**config.mk**
```make
export PLATFORM = sky130hd
export DESIGN_NAME = elastic_proxy
export DESIGN_NICKNAME = d
export VERILOG_FILES = /design/src/rtl/hs_pkg.sv /design/src/rtl/elastic_proxy_mem.sv /design/src/rtl/elastic_proxy.sv
export SDC_FILE = /design/constraint.sdc
export NUM_CORES = 1
export LEC_CHECK = 0
export BUFFER_PORTS_ARGS = -buffer_cell sky130_fd_sc_hd__buf_2
export CAP_MARGIN = 20
export CORE_ASPECT_RATIO = 1.4
export CORE_MARGIN = 4
export CORE_UTILIZATION = 35
export CTS_BUF_LIST = sky130_fd_sc_hd__clkbuf_8
export DETAILED_ROUTE_END_ITERATION = 10
export SYNTH_ARGS = -nofsm -noshare
export SYNTH_HDL_FRONTEND = slang
export SYNTH_SLANG_ARGS = --single-unit
```
**constraint.sdc**
```tcl
create_clock -name clk -period 2 [get_ports clk]
set_input_delay 0.2 -clock clk [delete_from_list [all_inputs] [get_ports clk]]
set_output_delay 0.2 -clock clk [all_outputs]
set_load 0.01 [all_outputs]
```
**src/rtl/hs_pkg.sv**
```systemverilog
// hs_pkg: shared handshake helpers (counter width helper, bench beat type)
package hs_pkg;
  localparam int HS_DATA_W = 8;
  function automatic int cnt_w(input int depth);
    return $clog2(depth + 1);
  endfunction
  typedef struct packed {
    logic [HS_DATA_W-1:0] data;
    logic                 valid;
  } hs_beat_t;
endpackage

```
**src/rtl/elastic_proxy_mem.sv**
```systemverilog
// elastic_proxy_mem: DEPTH x DATA_W register array, one write port, one async read port
module elastic_proxy_mem #(
  parameter int DATA_W = 8,
  parameter int DEPTH  = 2,
  localparam int AW    = $clog2(DEPTH)
) (
  input  logic              clk,
  input  logic              we,
  input  logic [AW-1:0]     waddr,
  input  logic [DATA_W-1:0] wdata,
  input  logic [AW-1:0]     raddr,
  output logic [DATA_W-1:0] rdata
);
  logic [DATA_W-1:0] mem_q [DEPTH];
  // storage is intentionally not reset
  always_ff @(posedge clk)
    if (we) mem_q[waddr] <= wdata;
  assign rdata = mem_q[raddr];
endmodule

```
**src/rtl/elastic_proxy.sv**
```systemverilog
// elastic_proxy: DEPTH-entry registered elastic buffer on a valid/ready link; ELASTIC_LEVEL_EN adds the level output
module elastic_proxy
  import hs_pkg::*;
#(
  parameter int DATA_W = 8,
  parameter int DEPTH  = 2,
  localparam int CNT_W = cnt_w(DEPTH),
  localparam int AW    = $clog2(DEPTH)
) (
  input  logic              clk,
  input  logic              rst_n,
  input  logic [DATA_W-1:0] up_data,
  input  logic              up_valid,
  output logic              up_ready,
  output logic [DATA_W-1:0] down_data,
  output logic              down_valid,
  input  logic              down_ready
`ifdef ELASTIC_LEVEL_EN
  ,
  output logic [CNT_W-1:0]  level
`endif
);
  logic [CNT_W-1:0]  count_q, count_d;
  logic [AW-1:0]     wr_ptr_q, wr_ptr_d, rd_ptr_q, rd_ptr_d;
  logic              up_ready_q, up_ready_d, down_valid_q, down_valid_d;
  logic [DATA_W-1:0] down_data_q, down_data_d, rd_data;
  logic              push, pop;

  function automatic logic [AW-1:0] nxt(input logic [AW-1:0] p);
    return (p == AW'(DEPTH - 1)) ? '0 : p + 1'b1;
  endfunction

  elastic_proxy_mem #(.DATA_W(DATA_W), .DEPTH(DEPTH)) u_mem (
    .clk   (clk),
    .we    (push),
    .waddr (wr_ptr_q),
    .wdata (up_data),
    .raddr (rd_ptr_d),
    .rdata (rd_data)
  );

  // next-state: handshakes, pointers, occupancy and the registered head; a beat written into the slot that becomes head is forwarded from up_data
  always_comb begin
    push         = up_valid & up_ready_q;
    pop          = down_valid_q & down_ready;
    count_d      = count_q + CNT_W'(push) - CNT_W'(pop);
    wr_ptr_d     = push ? nxt(wr_ptr_q) : wr_ptr_q;
    rd_ptr_d     = pop ? nxt(rd_ptr_q) : rd_ptr_q;
    up_ready_d   = count_d != CNT_W'(DEPTH);
    down_valid_d = count_d != '0;
    down_data_d  = (count_d == '0) ? down_data_q :
                   (push && wr_ptr_q == rd_ptr_d) ? up_data : rd_data;
  end

  // control and output registers
  always_ff @(posedge clk or negedge rst_n)
    if (!rst_n) begin
      count_q      <= '0;
      wr_ptr_q     <= '0;
      rd_ptr_q     <= '0;
      up_ready_q   <= 1'b1;
      down_valid_q <= 1'b0;
      down_data_q  <= '0;
    end else begin
      count_q      <= count_d;
      wr_ptr_q     <= wr_ptr_d;
      rd_ptr_q     <= rd_ptr_d;
      up_ready_q   <= up_ready_d;
      down_valid_q <= down_valid_d;
      down_data_q  <= down_data_d;
    end

  assign up_ready   = up_ready_q;
  assign down_valid = down_valid_q;
  assign down_data  = down_data_q;
`ifdef ELASTIC_LEVEL_EN
  assign level      = count_q;
`endif
endmodule

```
==> impl_metrics.csv <==
group,metric,value,unit
cts,clkLatencyLatePin,280,ps
cts,cts_buffers,5,
logic_synthesis,syn_nets,104,
logic_synthesis,yosys_warnings,0,
placement,placed_cells,153,
routing,post_drt_wl_per_cell,15.88,microns
finish,drive_above_1_share,0.3571,
critical_path,cp-end-kind,"flop",
global_routing,grt_max_degree,17,
logic_synthesis,ys_seq_elements,30,
status,status,"finished clean",
critical_path,crit_type,"reg -> reg",
routing,vias_per_cell,5.139,
critical_path,cpPeakStageDelay,550,ps
timing,fin_skew,6.373,ps
routing,vias,853,
cts,clockBufferDepth,2,
timing,fmax,0.5066,GHz
critical_path,path_delay_family,"flip-flops",
routing,wirelength,2.636,mm
finish,n_antenna_cell,0,
logic_synthesis,synth_top_area_frac,0.3813,
logic_synthesis,synth_cells,90,
logic_synthesis,synth_area_leader_cell,"edfxtp_1",
critical_path,slowest_stage,"dfstp_2",
floorplanning,start_util,0.3695,
finish,final_cells,166,
critical_path,cpMostUsedCell,"ha_4",
global_routing,grt_pass1_vias,956,
power,ir_worst_vdd,1.387,mV
finish,area_growth,26.61,%
floorplanning,core,3410,sq um
critical_path,critPathBufInv,2,
critical_path,start_kind,"flop",
global_routing,antenna_found_initial,0,
logic_synthesis,yosys-top-cells-area,"edfxtp_1, dfrtp_1, a32o_1",
critical_path,crit_chain,"nand2_4 -> ha_4 -> inv_2 -> ha_4 -> xor3_2 -> nor2_8 -> inv_6 -> o31a_1 -> a32o_1",
timing,rsz0062_at_grt,"true",
floorplanning,pin_count,22,
timing,setup_ws,26.11,ps
finish,n_fill_cell,313,
critical_path,path_max_fanout,9,
logic_synthesis,synth_area,1260,sq um
routing,ant_nets,0,
hold_path,hp-class,"in -> reg",
critical_path,crit_required,2170,ps
cts,cts_tree,"done",
logic_synthesis,syn-mean-instance-area,14.00,sq um
routing,first_pass_iters,4,
timing,worst_pin_slew,605.0,ps
floorplanning,die_width,58.71,microns
finish,ff_latch_area,832.0,sq um
timing,timing.final.hold_violations,0,
timing,finalCriticalPeriod,1974,ps
global_routing,grt_overflow,0,
global_routing,grt.total_usage,0.1329,
timing,finalSetupTns,0,ps
cts,cts_root_buf,"clkbuf_8",
timing,slew_violations,0,
power,p_leak,0.6646,nW
routing,drt_iter0_markers,10,
logic_synthesis,yosysSeqAreaShare,0.6604,
timing,relSlewSlack,0.5966,
timing,period_share,0.9869,
floorplanning,rows,25,
cts,clk_pin_slew,60,ps
critical_path,arrival,2140,ps
placement,place_ws,0.2551,ps
placement,dp_hpwl,1.779,mm
floorplanning,die_y,78.99,microns
run,cap_violations,0,
power,p_per_area,1955,nW/um^2
placement,gp_congestion,0.7583,
logic_synthesis,synth_cell_type_count,21,
finish,nets,139,
placement,io_buffers,21,
routing,drc_errors,0,
finish,multi_input_area,430.4,sq um
cts,htree_levels,2,
power,p_total,0.003118,W
finish,final_util,0.4679,
cts,cts_num_sinks,30,
floorplanning,die-area,4638,sq um
global_routing,grt_first_pass_wirelength,4.519,mm
timing,setup_viol_count_final,0,
synth_stat cells:
| master | number |
|---|---|
| xor2_1 | 2 |
| buf_2 | 1 |
| nand2b_1 | 1 |
| edfxtp_1 | 16 |
| dfrtp_1 | 13 |
| nand2_1 | 9 |
| a32o_1 | 8 |
| dfstp_2 | 1 |
| xor3_2 | 1 |
| clkbuf_1 | 2 |
| nand2_2 | 1 |
| or3_1 | 8 |
| ha_1 | 2 |
| inv_1 | 3 |
| and3b_2 | 1 |
| inv_4 | 1 |
| xnor2_1 | 2 |
| nor2_8 | 1 |
| and3_1 | 1 |
| nor2_1 | 8 |
| o31a_1 | 8 |
worst reg2reg max path, delay by kind of cell, from the launching register on:
| kind | cells | cell delay [ps] |
|---|---|---|
| AOI/OAI and AO/OA | 2 | 360 |
| xor gates and xnor gates | 1 | 280 |
| adders and majority gates | 2 | 390 |
| buffers and inverters | 2 | 90 |
| DFF | 1 | 550 |
| and+or+nand+nor | 2 | 190 |
cell type report:
cell class,count,share of cell area
sequential,30,0.5216
clock buffer,5,0.04314
inverter,4,0.01255
timing repair buffer,31,0.1145
multi-input combinational,53,0.2698
tap,40,0.03137
clock inverter,3,0.007059
final timing paths:
path / from / end / slack [ps] / cells past startpoint
worst min-delay path: up_data[5] / u_mem.mem_q[0][5]$_DFFE_PP_ / 130 / 1
worst max-delay path: up_ready$_DFF_PN1_ / down_data[1]$_DFFE_PN0P_ / 30 / 9
worst max register to register: up_ready$_DFF_PN1_ / down_data[1]$_DFFE_PN0P_ / 30 / 9
worst min register to register: down_data[1]$_DFFE_PN0P_ / down_data[1]$_DFFE_PN0P_ / 490 / 1
max in group asynchronous: rst_n / up_ready$_DFF_PN1_ / 1360 / 2
min in group asynchronous: rst_n / down_data[5]$_DFFE_PN0P_ / 340 / 2
registers in the layout, indices dropped and copies added (netlist names):
name and flops:
u_mem.mem_q 16, down_data 8, count_q 2, down_valid 1, rd_ptr_q 1, up_ready 1
wr_ptr_q 1
report_power, final:
group / leakage [nW] / internal (W) / switching (W) / total, W
combinational: 0.303 / 0.000843 / 0.000819 / 0.00166
sequential: 0.309 / 0.000905 / 0.000103 / 0.00101
clock: 0.0519 / 0.000231 / 0.000217 / 0.000448
total: 0.665 / 0.00198 / 0.00114 / 0.00312
metal layers:
| metal | GRT usage | vias up | part of all wire |
|---|---|---|---|
| met5 | 0 | - | 0 |
| met4 | 0.06122 | 0 | 0.015 |
| met3 | 0.04715 | 4 | 0.047 |
| li1 | - | 404 | - |
| met1 | 0.1492 | 427 | 0.41 |
| met2 | 0.2215 | 18 | 0.53 |
per-stage QoR:
stage	hold WS [ps]	cell area (sq um)
after floorplan	-95.59	1292
after global placement	127.6	1473
after detailed placement	123.8	1473
after CTS	123.3	1570
after global routing	121.2	1595
final	127.4	1595
cell families (layout without fill, tap and decap cells):
kind of cell	count (synthesis)	in the layout	share of synthesized area
flip-flops	30	30	0.6604
AND/OR/NAND/NOR	30	30	0.1291
AO/OA/AOI/OAI	16	16	0.1192
buffers and inverters	7	43	0.02383
XOR/XNOR	5	5	0.04767
adder cells (fa/ha/maj)	2	2	0.01986
cells in the final DEF (no fill, tap or decap):
cell type      Yosys  final
and3b_2            1      1
inv_6              0      1
xor3_2             1      1
buf_2              1     21
o31a_1             8      8
dlygate4sd3_1      0      1
nor2_8             1      1
a32o_1             8      8
buf_4              0      9
nand2b_1           1      1
edfxtp_1          16     16
nand2_2            1      1
nand2_4            0      1
dfrtp_1           13     13
nor2_1             8      8
nand2_1            9      8
or3_1              8      8
clkbuf_8           0      5
xnor2_1            2      2
dfstp_2            1      1
inv_1              3      5
ha_4               0      2
inv_2              0      1
and3_1             1      1
xor2_1             2      2
what timing repair did:
action	in CTS	in global routing
pin swaps	0	0
hold endpoints to repair	13	0
gates resized for setup	0	1
buffers inserted	1	3
endpoints found under the setup margin	8	8
cloned	0	0
hold buffers	1	0
No activity file was read; power rests on OpenSTA's default activity.
